<file path="src/rtl/nco_ddc_mixer.sv">
// Quadrature downconversion mixer: I = round(adc*cos), Q = round(-adc*sin), saturated to ow bits.
// Latency: 3 enabled clocks from input capture to output register.
// No backpressure: always ready; every stage advances only when clken=1 (ovf_clr acts regardless).
module nco_ddc_mixer #(
    parameter int adw = 16,
    parameter int mpr = 17,
    parameter int ow  = 24,
    parameter int sh  = 8
) (
    input  logic           clk,
    input  logic           reset,
    input  logic           clken,
    input  logic [adw-1:0] adc_data,
    input  logic           adc_valid,
    input  logic [mpr-1:0] nco_sin,
    input  logic [mpr-1:0] nco_cos,
    input  logic           nco_valid,
    input  logic           ovf_clr,
    output logic [ow-1:0]  mix_i,
    output logic [ow-1:0]  mix_q,
    output logic           mix_valid,
    output logic           ovf
);

    // Products are held one bit wider than adw+mpr so the Q negation of
    // (-2^(adw-1)) * (-2^(mpr-1)) cannot wrap.
    localparam int PW = adw + mpr + 1;

    // Rounding constant and saturation limits, sized to the pre-shift sum.
    localparam logic signed [PW:0] RND  = (PW+1)'(2**(sh-1));
    localparam logic signed [PW:0] MAXV = (PW+1)'(2**(ow-1) - 1);
    localparam logic signed [PW:0] MINV = -((PW+1)'(2**(ow-1)));

    // Stage 1 registers
    logic signed [adw-1:0] adc_q;
    logic signed [mpr-1:0] sin_q, cos_q;
    logic                  v1_q;

    // Stage 2 registers
    logic signed [PW-1:0]  pi_q, pq_q;
    logic                  v2_q;

    // Stage 3 / output registers
    logic signed [ow-1:0]  mix_i_q, mix_q_q;
    logic                  mix_valid_q, ovf_q;

    // Next-state signals
    logic signed [PW-1:0]  adc_x, cos_x, sin_x;
    logic signed [PW-1:0]  pi_d, pq_d;
    logic [ow:0]           res_i, res_q;
    logic                  sat_any;
    logic                  ovf_d;

    // Round half toward +inf, arithmetic shift, then clamp; bit ow flags a clamp.
    function automatic logic [ow:0] rnd_sat(input logic signed [PW-1:0] p);
        logic signed [PW:0] sum;
        logic signed [PW:0] r;
        logic [ow:0]        res;
        sum = {p[PW-1], p} + RND;
        r   = sum >>> sh;
        if (r > MAXV) begin
            res = {1'b1, MAXV[ow-1:0]};
        end else if (r < MINV) begin
            res = {1'b1, MINV[ow-1:0]};
        end else begin
            res = {1'b0, r[ow-1:0]};
        end
        return res;
    endfunction

    // Stage 2 products: sign-extend operands so the multiply is done at full width.
    always_comb begin
        adc_x = {{(PW-adw){adc_q[adw-1]}}, adc_q};
        cos_x = {{(PW-mpr){cos_q[mpr-1]}}, cos_q};
        sin_x = {{(PW-mpr){sin_q[mpr-1]}}, sin_q};
        pi_d  = adc_x * cos_x;
        pq_d  = -(adc_x * sin_x);
    end

    // Stage 3 rounding/saturation and the sticky flag's next state; a new
    // valid saturation on an enabled edge beats a coincident clear.
    always_comb begin
        res_i   = rnd_sat(pi_q);
        res_q   = rnd_sat(pq_q);
        sat_any = v2_q & (res_i[ow] | res_q[ow]);
        ovf_d   = (clken & sat_any) | (ovf_q & ~ovf_clr);
    end

    // Three-stage pipeline, advancing only on enabled edges.
    always_ff @(posedge clk or posedge reset) begin
        if (reset) begin
            adc_q       <= '0;
            sin_q       <= '0;
            cos_q       <= '0;
            v1_q        <= 1'b0;
            pi_q        <= '0;
            pq_q        <= '0;
            v2_q        <= 1'b0;
            mix_i_q     <= '0;
            mix_q_q     <= '0;
            mix_valid_q <= 1'b0;
        end else if (clken) begin
            adc_q       <= adc_data;
            sin_q       <= nco_sin;
            cos_q       <= nco_cos;
            v1_q        <= adc_valid & nco_valid;
            pi_q        <= pi_d;
            pq_q        <= pq_d;
            v2_q        <= v1_q;
            mix_i_q     <= res_i[ow-1:0];
            mix_q_q     <= res_q[ow-1:0];
            mix_valid_q <= v2_q;
        end
    end

    // Sticky overflow flag; updates every edge so ovf_clr works while stalled.
    always_ff @(posedge clk or posedge reset) begin
        if (reset) begin
            ovf_q <= 1'b0;
        end else begin
            ovf_q <= ovf_d;
        end
    end

    assign mix_i     = mix_i_q;
    assign mix_q     = mix_q_q;
    assign mix_valid = mix_valid_q;
    assign ovf       = ovf_q;

endmodule

</file>
<file path="config.mk">
export PLATFORM = sky130hd
export DESIGN_NAME = nco_ddc_mixer
export DESIGN_NICKNAME = d
export VERILOG_FILES = /design/src/rtl/nco_ddc_mixer.sv
export SDC_FILE = /design/constraint.sdc
export NUM_CORES = 2
export LEC_CHECK = 0
export BUFFER_PORTS_ARGS = -buffer_cell sky130_fd_sc_hd__buf_4
export CAP_MARGIN = 20
export CORE_ASPECT_RATIO = 2
export CORE_MARGIN = 3
export CORE_UTILIZATION = 50
export CTS_BUF_LIST = sky130_fd_sc_hd__clkbuf_8
export DETAILED_ROUTE_END_ITERATION = 7
export MAX_ROUTING_LAYER = met4
export PLACE_DENSITY = 0.69
export SYNTH_ARGS = -nofsm -noshare
export SYNTH_HDL_FRONTEND = slang
export SYNTH_SLANG_ARGS = --single-unit
</file>
<file path="constraint.sdc">
create_clock -name clk -period 6.57 [get_ports clk]
set_input_delay 0.9855 -clock clk [delete_from_list [all_inputs] [get_ports clk]]
set_output_delay 0.9855 -clock clk [all_outputs]
set_load 0.05 [all_outputs]
</file>
# Yosys cells after proc, flatten, opt, wreduce, memory -nomap -nowiden
# Index checks and enable logic that the tools add are counted.
[word_totals]
rom_bits = 0
regBits = 169
wordCells = 31
out_inout_bits = 50
mem_count = 0
latch_bits = 0
mem_bits_rw = 0
[op_classes]
shift = 0
magnitude_cmp = 4
n_mux = 4
div_mod_pow = 0
n_mul = 2
eq_ne = 0
bitwise = 7
n_addsub = 3
reduce_logical = 0
[ops]
columns = ["cell", "n"]
rows = [
  ["2-to-1 mux 25 bit", 4],
  ["multiplier 16 x 17 -> 33 bit", 2],
  ["adder 34 x 9 -> 35 bit, second input constant", 1],
  ["adder 33 x 9 -> 34 bit, second input constant", 1],
  ["negator 33 -> 34 bit", 1],
  ["greater-than comparator 27 x 24 -> 1 bit, second input constant", 1],
  ["< comparator 27 x 24 -> 1 bit, second input constant", 1],
  ["greater-than comparator 26 x 24 -> 1 bit, second input constant", 1],
  ["< comparator 26 x 24 -> 1 bit, second input constant", 1],
  ["bitwise AND 1 bit", 4],
  ["OR 1 bit", 2],
  ["NOT 1 bit", 1],
]

# Longest topological paths before layout
[logic_depth]
ltp_word = 8
mapped_depth = 25

# Worst setup path before layout
# OpenSTA, ideal clock, no wires.
[synth_timing]
path_kind = "register to register"
startpoint = "reg adc_q[15]"
endpoint = "reg pi_q[30]"
period_less_slack_ps = 6505
setup_time_ps = 125
stages_incl_launch_ff = 23
slack_ps = 65
t_arrival_ps = 6380
required_time_ps = 6445
cell_sequence = "dfrtp_1 clkbuf_1 clkinv_1 clkbuf_1 nor2_1 fa_1 fa_1 fa_1 fa_1 fa_1 inv_1 fa_1 inv_1 ha_1 a21o_1 a21o_1 a21o_1 a221o_1 a31oi_4 o21ai_2 o31ai_2 xnor2_1 mux2_2"
[synth_via]
elab_chain_len = 1
[synth_rtl]
columns = ["element", "line", "rtl"]
rows = [
  ["from (decl)", "35", "logic signed [adw-1:0] adc_q;"],
  ["from (signal assigned)", "103", "adc_q <= adc_data;"],
  ["multiplier 16 x 17 -> 33 bit", "76", "pi_d = adc_x * cos_x;"],
  ["to (signal assigned)", "107", "pi_q <= pi_d;"],
  ["to (decl)", "40", "logic signed [PW-1:0] pi_q, pq_q;"],
]
# No other way between the ends.
# A chain may end at the register's enable or synchronous reset.

# Worst setup path in the final report
[layout_timing]
startpoint = "reg cos_q[8]"
endpoint = "reg pi_q[27]"
[layout_via]
elab_chain_len = 1
[layout_rtl]
columns = ["element", "line", "rtl"]
rows = [
  ["from (decl)", "36", "logic signed [mpr-1:0] sin_q, cos_q;"],
  ["from (signal assigned)", "105", "cos_q <= nco_cos;"],
  ["multiplier 16 x 17 -> 33 bit", "76", ""],
]
# No other way between the ends.

==> impl_metrics.env <==
export IMPL_fin_hold_ws_ns=0.5186
export IMPL_tightest_slew_ns=0.9758
export IMPL_crit_arrival_ns=6.84
export IMPL_clk_pin_slew_ns=0.11
export IMPL_cts_made_buffers=17
export IMPL_final_setup_skew_ns=0.03137
export IMPL_rsz0062_at_grt="yes"
export IMPL_final_common_cell="inv_1"
export IMPL_synth_yosys_seq_area_share_pct=14.17
export IMPL_design_area_mm2=0.02976
export IMPL_rr_startpoint="cos_q[8]"
export IMPL_crit_required_ns=6.99
export IMPL_hold_path_class="flop to flop"
export IMPL_drcViolationCount=0
export IMPL_finalHoldViolCount=0
export IMPL_core_area_mm2=0.05390
export IMPL_drive_above_1_share_pct=12.14
export IMPL_antenna_found_initial=1
export IMPL_drv_cap=0
export IMPL_initial_core_util_pct=50.78
export IMPL_fin_util_pct=55.21
export IMPL_dr_pass1_iters=5
export IMPL_ant_nets=0
export IMPL_cp_max_fo=12
export IMPL_wire_per_inst_um=19.45
export IMPL_cts_max_level=4
export IMPL_io_buffers=105
export IMPL_place_area_mm2=0.02922
export IMPL_cts_root_buffer="clkbuf_8"
export IMPL_clk_latency_ns=0.55
export IMPL_postSynthCellCount=2862
export IMPL_first_global_vias=22640
export IMPL_die_h_um=336.9
export IMPL_startpoint="cos_q[8]"
export IMPL_syn_to_final_growth_pct=8.731
export IMPL_gp_congestion=0.9240
export IMPL_grt_pass1_wl_um=116100
export IMPL_status="complete, no violations"
export IMPL_vias=19890
export IMPL_end_kind="flop"
export IMPL_nNetsFinal=3746
export IMPL_crit_chain="buf_4, and2_1, fa_1, inv_1, fa_2, fa_1, inv_1, fa_1, fa_1, inv_1, fa_1, inv_1, ha_1, nand3_1, or3_1, o21ai_1, buf_4, a31oi_4, o21bai_1, a21oi_2, xnor2_1, mux2_2"
export IMPL_synth_edf_count=0
export IMPL_grt_usage_pct=27.06
export IMPL_syn_nets=3656
export IMPL_crit_type="flop to flop"
export IMPL_routed_wl_um=70730
export IMPL_clock_sinks=155
export IMPL_postSynth_asyncResetShare_pct=100.0
export IMPL_cts_tree="yes"
export IMPL_crit_top_cell="fa_1"
export IMPL_detailed_place_hpwl_um=57240
export IMPL_post_synth_num_cell_types=72
export IMPL_fin_setup_tns_ns=0
export IMPL_cts_buffer_depth=2
export IMPL_finalCritPeriodShare_pct=97.80
export IMPL_synth_flop_cell="dfrtp_1"
export IMPL_n_fill_cell=4746
export IMPL_setup_violations=0
export IMPL_most_common_layout_cells="632 x inv_1, 549 x fa_1, 320 x nand2_1, 245 x and2_1, 186 x ha_1"
export IMPL_synth_seq_cells=155
export IMPL_min_from="v2_q"
export IMPL_slowest_delay_ns=0.58
export IMPL_ios=106
export IMPL_die_w_um=171.4
export IMPL_grt_max_degree=169
export IMPL_fin_crit_ns=6.426
export IMPL_gr_total_overflow=0
export IMPL_syn_cell_area_mm2=0.02737
export IMPL_ctsHoldBuffers=0
export IMPL_die_area_mm2=0.05775
export IMPL_fmax_ghz=0.1556
export IMPL_avgSynthCellArea_um2=9.563
export IMPL_avgViaCountPerCell=5.469
export IMPL_rows=120
export IMPL_maxSlewViolCount=0
export IMPL_ys_warn_count=0
export IMPL_relSlewSlack_pct=34.95
export IMPL_drt_iter0_drc=986
export IMPL_start_kind="flop"
export IMPL_cp_slowest_cell="fa_2"
==> final timing paths <==
path	to	cells after the start	slack, ns
max	pi_q[27]	22	0.14
min	mix_valid	2	0.52
max reg2reg	pi_q[27]	22	0.14
min reg2reg	mix_valid	2	0.52
max in group asynchronous	cos_q[7]	4	4.63
min in group asynchronous	v1_q	2	0.60
==> logic make-up after synthesis <==
kind of cell	synth area share, %
and+or+nand+nor	13.97
AOI/OAI and AO/OA	5.596
buffers and inverters	10.53
adders and majority gates	48.85
xor gates and xnor gates	3.392
DFF	14.17
muxes	3.497
==> final cells by class <==
cell class                      count  area [µm²]  share of cell area, %
Clock buffer                       17       234.0                 0.7862
Inverter                          634        2385                  8.013
Sequential cell                   155        3896                  13.09
Tap cell                          671       839.6                  2.821
Antenna cell                        1       2.502               0.008409
Clock inverter                     15       172.7                 0.5802
Multi-Input combinational cell   1947       20640                  69.35
Timing Repair Buffer              197        1593                  5.352
==> flip-flops by register name, indices dropped and copies added (netlist names) <==
name and count:
sin_q 17, mix_i 24, adc_q 16, cos_q 17, mix_q 24, ovf 1
mix_valid 1, pi_q 26, v2_q 1, pq_q 27, v1_q 1
==> critical path, delay by kind of cell (launching register included) <==
family                   cells  cell delay (ns)
AO/OA/AOI/OAI                4             0.65
adder cells (fa/ha/maj)      7             3.44
AND/OR/NAND/NOR              3             0.62
XOR/XNOR                     1             0.13
multiplexers                 1             0.26
buffers and inverters        6             0.70
flip-flops                   1             0.50
==> cells in the mapped netlist, types with 25 or more instances <==
| library cell | number | area, µm² |
|---|---|---|
| nand2_1 | 320 | 1201 |
| inv_1 | 633 | 2376 |
| mux2_2 | 85 | 957.2 |
| a21oi_1 | 126 | 630.6 |
| o21ai_0 | 25 | 125.1 |
| ha_1 | 187 | 2340 |
| and2_1 | 245 | 1533 |
| fa_1 | 551 | 11030 |
| xor2_1 | 26 | 227.7 |
| xnor2_1 | 80 | 700.7 |
| nand3_1 | 27 | 135.1 |
| dfrtp_1 | 155 | 3879 |
| nor2_1 | 110 | 412.9 |
| clkbuf_1 | 112 | 420.4 |
==> routing by layer <==
metal	routed length (µm)	track usage (%)	vias to the layer above
li1	-	-	8764
met1	24610	29.04	10240
met2	37790	46.78	626
met3	2865	3.191	264
met4	5466	17.50	0
met5	0	-	-
==> per-stage QoR <==
stage | std cells | setup WS (ns)
after floorplan | 2862 | 0.06485
after global placement | 3599 | 0.1884
after detailed placement | 3599 | 0.09337
after CTS | 3631 | 0.06794
after global routing | 3637 | -0.01492
final | 3637 | 0.1443
==> timing repair <==
| item | 4_1_cts | 5_1_grt |
|---|---|---|
| resized for setup | 0 | 27 |
| buffers inserted | 0 | 4 |
| setup endpoints to repair | 0 | 20 |
Power is left out: the tool's default activity adds up to more than one toggle a clock period on the data nets, which glitch-free logic cannot reach.
